<file path="src/rtl/rdback_serializer_pkg.sv">
// Shared definitions for the read-back serializer: FSM state encodings and a
// helper that sizes the word index.
package rdback_serializer_pkg;

  typedef enum logic {
    RDS_IDLE = 1'b0,
    RDS_SEND = 1'b1
  } rds_state_e;

  // Word index width; a one-word beat still needs a 1-bit index.
  function automatic int idx_width(input int n_words);
    return (n_words > 1) ? $clog2(n_words) : 1;
  endfunction

endpackage

</file>
<file path="src/rtl/rdback_serializer.sv">
// Pops one read-back beat from the softMC FIFO and streams it to the host as
// OUT_WIDTH-bit words, least-significant first, over valid/ready.
module rdback_serializer
  import rdback_serializer_pkg::*;
#(
  parameter int TCQ       = 100,
  parameter int DQ_WIDTH  = 64,
  parameter int OUT_WIDTH = 32
) (
  input  logic                    clk,
  input  logic                    rst,
  input  logic                    rdback_fifo_empty,
  output logic                    rdback_fifo_rden,
  input  logic [4*DQ_WIDTH-1:0]   rdback_data,
  input  logic                    flush,
  output logic [OUT_WIDTH-1:0]    out_data,
  output logic                    out_valid,
  input  logic                    out_ready,
  output logic                    out_last,
  output logic                    busy,
  output logic [15:0]             beat_cnt
);

  localparam int BEAT_W  = 4 * DQ_WIDTH;
  localparam int N_WORDS = BEAT_W / OUT_WIDTH;
  localparam int IDX_W   = idx_width(N_WORDS);
  localparam logic [IDX_W-1:0] LAST_IDX = IDX_W'(N_WORDS - 1);

  if ((BEAT_W % OUT_WIDTH) != 0 || N_WORDS < 1 || TCQ < 0) begin : g_bad_params
    $error("rdback_serializer: beat width must be a positive multiple of OUT_WIDTH");
  end

  rds_state_e        state;
  logic [IDX_W-1:0]  word_idx;
  logic [BEAT_W-1:0] beat_reg;
  logic              handshake;
  logic              last_hs;
  logic              pop;

  assign out_valid = (state == RDS_SEND);
  assign busy      = out_valid;
  assign out_last  = out_valid && (word_idx == LAST_IDX);
  assign out_data  = beat_reg[int'(word_idx)*OUT_WIDTH +: OUT_WIDTH];

  assign handshake = out_valid && out_ready;
  assign last_hs   = handshake && (word_idx == LAST_IDX);

  // Reloading on the last-word handshake gives bubble-free back-to-back beats;
  // reset and flush both suppress the pop so the FIFO head is never lost.
  assign pop = !rst && !flush && !rdback_fifo_empty && ((state == RDS_IDLE) || last_hs);
  assign rdback_fifo_rden = pop;

  always_ff @(posedge clk or posedge rst) begin
    if (rst) begin
      state    <= RDS_IDLE;
      word_idx <= '0;
      beat_reg <= '0;
      beat_cnt <= '0;
    end else begin
      if (last_hs) begin
        beat_cnt <= beat_cnt + 16'd1;
      end
      if (flush) begin
        state    <= RDS_IDLE;
        word_idx <= '0;
      end else if (pop) begin
        state    <= RDS_SEND;
        word_idx <= '0;
        beat_reg <= rdback_data;
      end else if (last_hs) begin
        state    <= RDS_IDLE;
        word_idx <= '0;
      end else if (handshake) begin
        word_idx <= word_idx + 1'b1;
      end
    end
  end

endmodule

</file>
<file path="config.mk">
export PLATFORM = sky130hd
export DESIGN_NAME = rdback_serializer
export DESIGN_NICKNAME = d
export VERILOG_FILES = /design/src/rtl/rdback_serializer_pkg.sv /design/src/rtl/rdback_serializer.sv
export SDC_FILE = /design/constraint.sdc
export NUM_CORES = 1
export LEC_CHECK = 0
export BUFFER_PORTS_ARGS = -buffer_cell sky130_fd_sc_hd__buf_4
export CORE_MARGIN = 1.5
export CORE_UTILIZATION = 53
export DETAILED_ROUTE_END_ITERATION = 10
export MAX_ROUTING_LAYER = met4
export PLACE_DENSITY = 0.84
export SLEW_MARGIN = 20
export SYNTH_ARGS = -nofsm -noshare
export SYNTH_HDL_FRONTEND = slang
export SYNTH_SLANG_ARGS = --single-unit
</file>
<file path="constraint.sdc">
create_clock -name clk -period 9.55 [get_ports clk]
set_input_delay 0.4775 -clock clk [delete_from_list [all_inputs] [get_ports clk]]
set_output_delay 0.4775 -clock clk [all_outputs]
set_load 0.005 [all_outputs]
</file>
# Word-level counts from Yosys, hierarchy flattened
# Index checks and enable logic that the tools add are counted.
totals:
  regBits: 276
  latch_bits: 0
  mem_bits_rw: 0
  romBits: 0
  inputBits: 261
  out_inout_bits: 52
  wordCells: 30
  memories: 0
op_classes:
  n_addsub: 2
  mul: 0
  n_div: 0
  n_lt_le_gt_ge: 0
  eq_ne: 1
  shift: 1
  n_mux: 7
  bitwise_logic: 2
  reduce_logical: 13
op_table:
  columns: ["cell", "n"]
  rows:
  - ["256-bit by 9-bit indexed part select with 32-bit output", 1]
  - ["16-bit by 1-bit adder with 16-bit output (second input constant)", 1]
  - ["3-bit two-way mux", 4]
  - ["1-bit logical AND", 6]
  - ["4-bit nonzero test", 1]
  - ["3-bit by 1-bit adder with 3-bit output (second input constant)", 1]
  - ["3-bit == test (second input constant)", 1]
  - ["1-bit logical NOT", 3]
  - ["1-bit two-way mux", 3]
  - ["3-bit nonzero test", 1]
  - ["1-bit inverter", 2]
  - ["2-bit AND reduction", 1]
  - ["1-bit logical OR", 1]

# Depth between registers and ports, before layout
depth:
  depth_word: 6
  depth_mapped: 7
  depth_no_buf: 6

# Worst setup path after synthesis
# Ideal clock, no wire load.
synth_path:
  path_type: "register -> output"
  startpoint: "register word_idx[0]"
  endpoint: "output out_data[10]"
  t_arrival_ps: 1720
  t_required_ps: 9073
  setup_slack_ps: 7352
  stages_incl_launch_ff: 4
  path_buffers: 1
  path_cell_list: "dfrtp_1 buf_1 mux4_2 mux2_2"
synth_between:
  elab_chain_len: 1
synth_rtl:
  columns: ["element", "line", "text"]
  rows:
  - ["start: declaration", "rdback_serializer.sv:34", "logic [IDX_W-1:0] word_idx;"]
  - ["start signal: assignment", "rdback_serializer.sv:74", "word_idx <= word_idx + 1'b1;"]
  - ["256-bit by 9-bit indexed part select with 32-bit output", "rdback_serializer.sv:43", "assign out_data = beat_reg[int'(word_idx)*OUT_WIDTH +: OUT_WIDTH];"]
  - ["end: declaration", "rdback_serializer.sv:16", "output logic [OUT_WIDTH-1:0] out_data,"]
# Every way passes these cells.

# Worst setup path in the final report
layout_path:
  startpoint: "register word_idx[2]"
  endpoint: "register beat_reg[46]"
layout_between:
  elab_chain_len: 5
layout_rtl:
  columns: ["element", "line", "text"]
  rows:
  - ["3-bit == test", "rdback_serializer.sv:46", "assign last_hs = handshake && (word_idx == LAST_IDX);"]
  - ["1-bit logical AND", "rdback_serializer.sv:46", null]
  - ["1-bit logical OR", "rdback_serializer.sv:50", "assign pop = !rst && !flush && !rdback_fifo_empty && ((state == RDS_IDLE) || last_hs);"]
  - ["1-bit logical AND", "rdback_serializer.sv:50", null]
  - ["2-bit AND reduction (no line)", null, null]
  - ["end signal: assignment", "rdback_serializer.sv:69", "beat_reg <= rdback_data;"]
  - ["end: declaration", "rdback_serializer.sv:35", "logic [BEAT_W-1:0] beat_reg;"]
# Every way passes these cells.
# A chain may end at the register's enable or synchronous reset.

==> flow_summary.json <==
{
  "rsz0062_at_grt": "false",
  "final_area_um2": 15740,
  "die_y_um": 155.3,
  "layout_common_cells": "buf_4, dfrtp_1, mux2_1",
  "fmax_ghz": 0.2362,
  "gp_congestion": 0.7809,
  "overflow": 0,
  "finalSetupViolCount": 0,
  "cp_slowest_cell": "dfrtp_2",
  "clockRootBuffer": "clkbuf_16",
  "largest_register_ffs": 256,
  "die_w_um": 155.3,
  "final_common_cell": "buf_4",
  "drv_cap": 0,
  "htreeDepth": 1,
  "rrSetupSlack_ns": 5.32,
  "postSynthCellCount": 738,
  "p_int_mw": 2.437,
  "slowest_delay_ns": 1.03,
  "antenna_cells": 0,
  "crit_path_frequent_cell": "buf_4",
  "first_global_vias": 8115,
  "ios": 313,
  "r2r-start": "word_idx[2]",
  "path_max_fanout": 85,
  "grt_antenna_before_repair": 0,
  "crit_arrival_ns": 4.65,
  "io_buffers": 312,
  "cp-end-kind": "flip-flop",
  "ctsLongestPathBuffers": 3,
  "combPwrFrac": 0.170,
  "initial_core_util": 0.5413,
  "switching_share": 0.2315,
  "worst_pin_slew_ns": 1.083,
  "pwr-share-seq": 0.481,
  "worst_setup_path_start_kind": "flip-flop",
  "dp_hpwl_mm": 18.48,
  "grt.total_usage": 0.2363,
  "num_rows": 55,
  "slew-limit-headroom": 0.2783,
  "cts_made_buffers": 29,
  "layout.nets": 1305,
  "clock_latency_ns": 0.54,
  "syn_area_per_cell_um2": 16.66,
  "worstPathCellList": "ha_1 -> nand2_1 -> a2111oi_4 -> buf_4 -> buf_4 -> mux2_2",
  "final.fill_count": 1547,
  "status": "complete, no violations",
  "postCtsSetupBuffers": 0,
  "ys_seq_elements": 276,
  "syn-cell-area_um2": 12290,
  "dp_cells": 1295,
  "final.period_utilization": 0.4433,
  "detail-route-antenna-nets": 0,
  "p_clk_frac": 0.349,
  "hold_path_class": "in -> async",
  "fin_cells": 1346,
  "via_per_inst": 5.595,
  "dr.pass1.iters": 5,
  "p_per_area_nw_per_um2": 201.5,
  "die_area_um2": 24120,
  "post_cts_resized": 0,
  "first_iter_violations": 287,
  "routed_wl_mm": 27.17,
  "drive_gt1_frac": 0.4976,
  "vias": 7531,
  "r2r-end": "beat_reg[46]",
  "drv_slew": 0,
  "synth_cell_types": 26,
  "cp.required_ns": 9.97,
  "hold_buffers": 0,
  "whs_ns": 0.08856,
  "yosysWarnings": 0,
  "drc": 0,
  "clk_pin_slew_ns": 0.06,
  "seq_area_frac_synth": 0.5619,
  "p_sw_mw": 0.7339,
  "cts_sinks": 276,
  "finalClockSkew_ns": 0.006145,
  "fin_tns_setup_ns": 0,
  "post_drt_wl_per_cell_um": 20.19,
  "reg2reg_depth": 6,
  "fin_util": 0.6929,
  "leakage_nw": 7.009,
  "syn_nets": 1002,
  "core_um2": 22710,
  "area_delta_synth_final_pct": 28.02,
  "crit_type": "reg -> reg",
  "ir_drop_uv": 160.9,
  "fin_crit_ns": 4.233,
  "grt_pass1_wl_mm": 42.93,
  "grt_max_degree": 114,
  "hold_violations": 0,
  "cts_tree": "yes",
  "place_area_um2": 14780
}
-- routing by layer --
metal  GRT usage  wire length, um
met2      0.3859            13630
met3     0.04178             1414
met1      0.3011            11110
met4     0.08209             1020
met5           -                0
-- worst max path at each step --
stage	startpoint	endpoint	slack, ns	depth (start not counted)
finish	word_idx[2]	beat_reg[46]	5.32	6
global route	word_idx[2]	beat_reg[85]	5.01	6
CTS	word_idx[2]	beat_reg[86]	5.24	6
detailed placement	word_idx[2]	beat_reg[46]	5.27	6
global placement	word_idx[2]	beat_reg[50]	5.32	6
floorplan	rst	beat_cnt[0]	1.46	1
-- power groups by stage --
stage,clock [mW],sequential [mW],combinational [mW]
global route,1.18,1.55,0.590
finish,1.11,1.52,0.540
detailed placement,0,1.55,0.546
global placement,0,1.53,0.526
CTS,1.13,1.53,0.551
floorplan,0,1.50,0.359
-- synth_stat cells --
library cell / instances / area share
xnor2_1: 9 / 0.0064
and3_1: 3 / 0.0015
inv_1: 4 / 0.0012
a2111oi_4: 1 / 0.0022
xor2_1: 6 / 0.0043
nand3_1: 5 / 0.0020
a21oi_1: 3 / 0.0012
nand2_1: 6 / 0.0018
mux4_2: 64 / 0.12
dfrtp_1: 276 / 0.56
mux2_1: 196 / 0.18
and4_1: 1 / 0.00071
and2_1: 1 / 0.00051
clkbuf_1: 12 / 0.0037
nor3_1: 8 / 0.0033
nand2b_1: 1 / 0.00051
buf_2: 11 / 0.0045
nor4_1: 1 / 0.00051
buf_4: 23 / 0.014
buf_1: 2 / 0.00061
ha_1: 3 / 0.0031
nor3b_1: 1 / 0.00061
nand4_1: 2 / 0.0010
mux2i_1: 1 / 0.00081
nor2_1: 5 / 0.0015
mux2_2: 93 / 0.085
-- critical path: cells and delay by family, from the launching register on --
family | cells | cell delay (ns)
and+or+nand+nor | 1 | 0.13
adders and majority gates | 1 | 0.37
AOI/OAI and AO/OA | 1 | 0.38
muxes | 1 | 0.43
buffers and inverters | 2 | 1.71
DFF | 1 | 1.03
-- stage by stage --
step                setup slack, ns  power (mW)
floorplan                     1.464       1.858
global placement              5.323       2.057
detailed placement            5.271       2.092
CTS                           5.236       3.205
global route                  5.014       3.325
finish                        5.317       3.171
-- cell families (layout without fill, tap and decap cells) --
logic type	count (synthesis)	after routing	synth area share
buf+inv	52	375	0.02402
xor+xnor	15	15	0.01069
fa+ha+maj	3	3	0.003054
simple gates	34	34	0.01405
compound gates	4	4	0.003461
mux	354	354	0.3828
flops	276	276	0.5619
-- layout make-up --
cell class	instances	area, um2	share of cell area
clock inverters	10	103.9	0.006599
well taps	285	356.6	0.02266
repair buffers	320	2410	0.1531
inverters	4	22.52	0.001431
multi-input cells	410	5090	0.3234
clock buffers	41	840.8	0.05343
flip-flops and latches	276	6913	0.4393
Power figures use the tool's default switching activity.
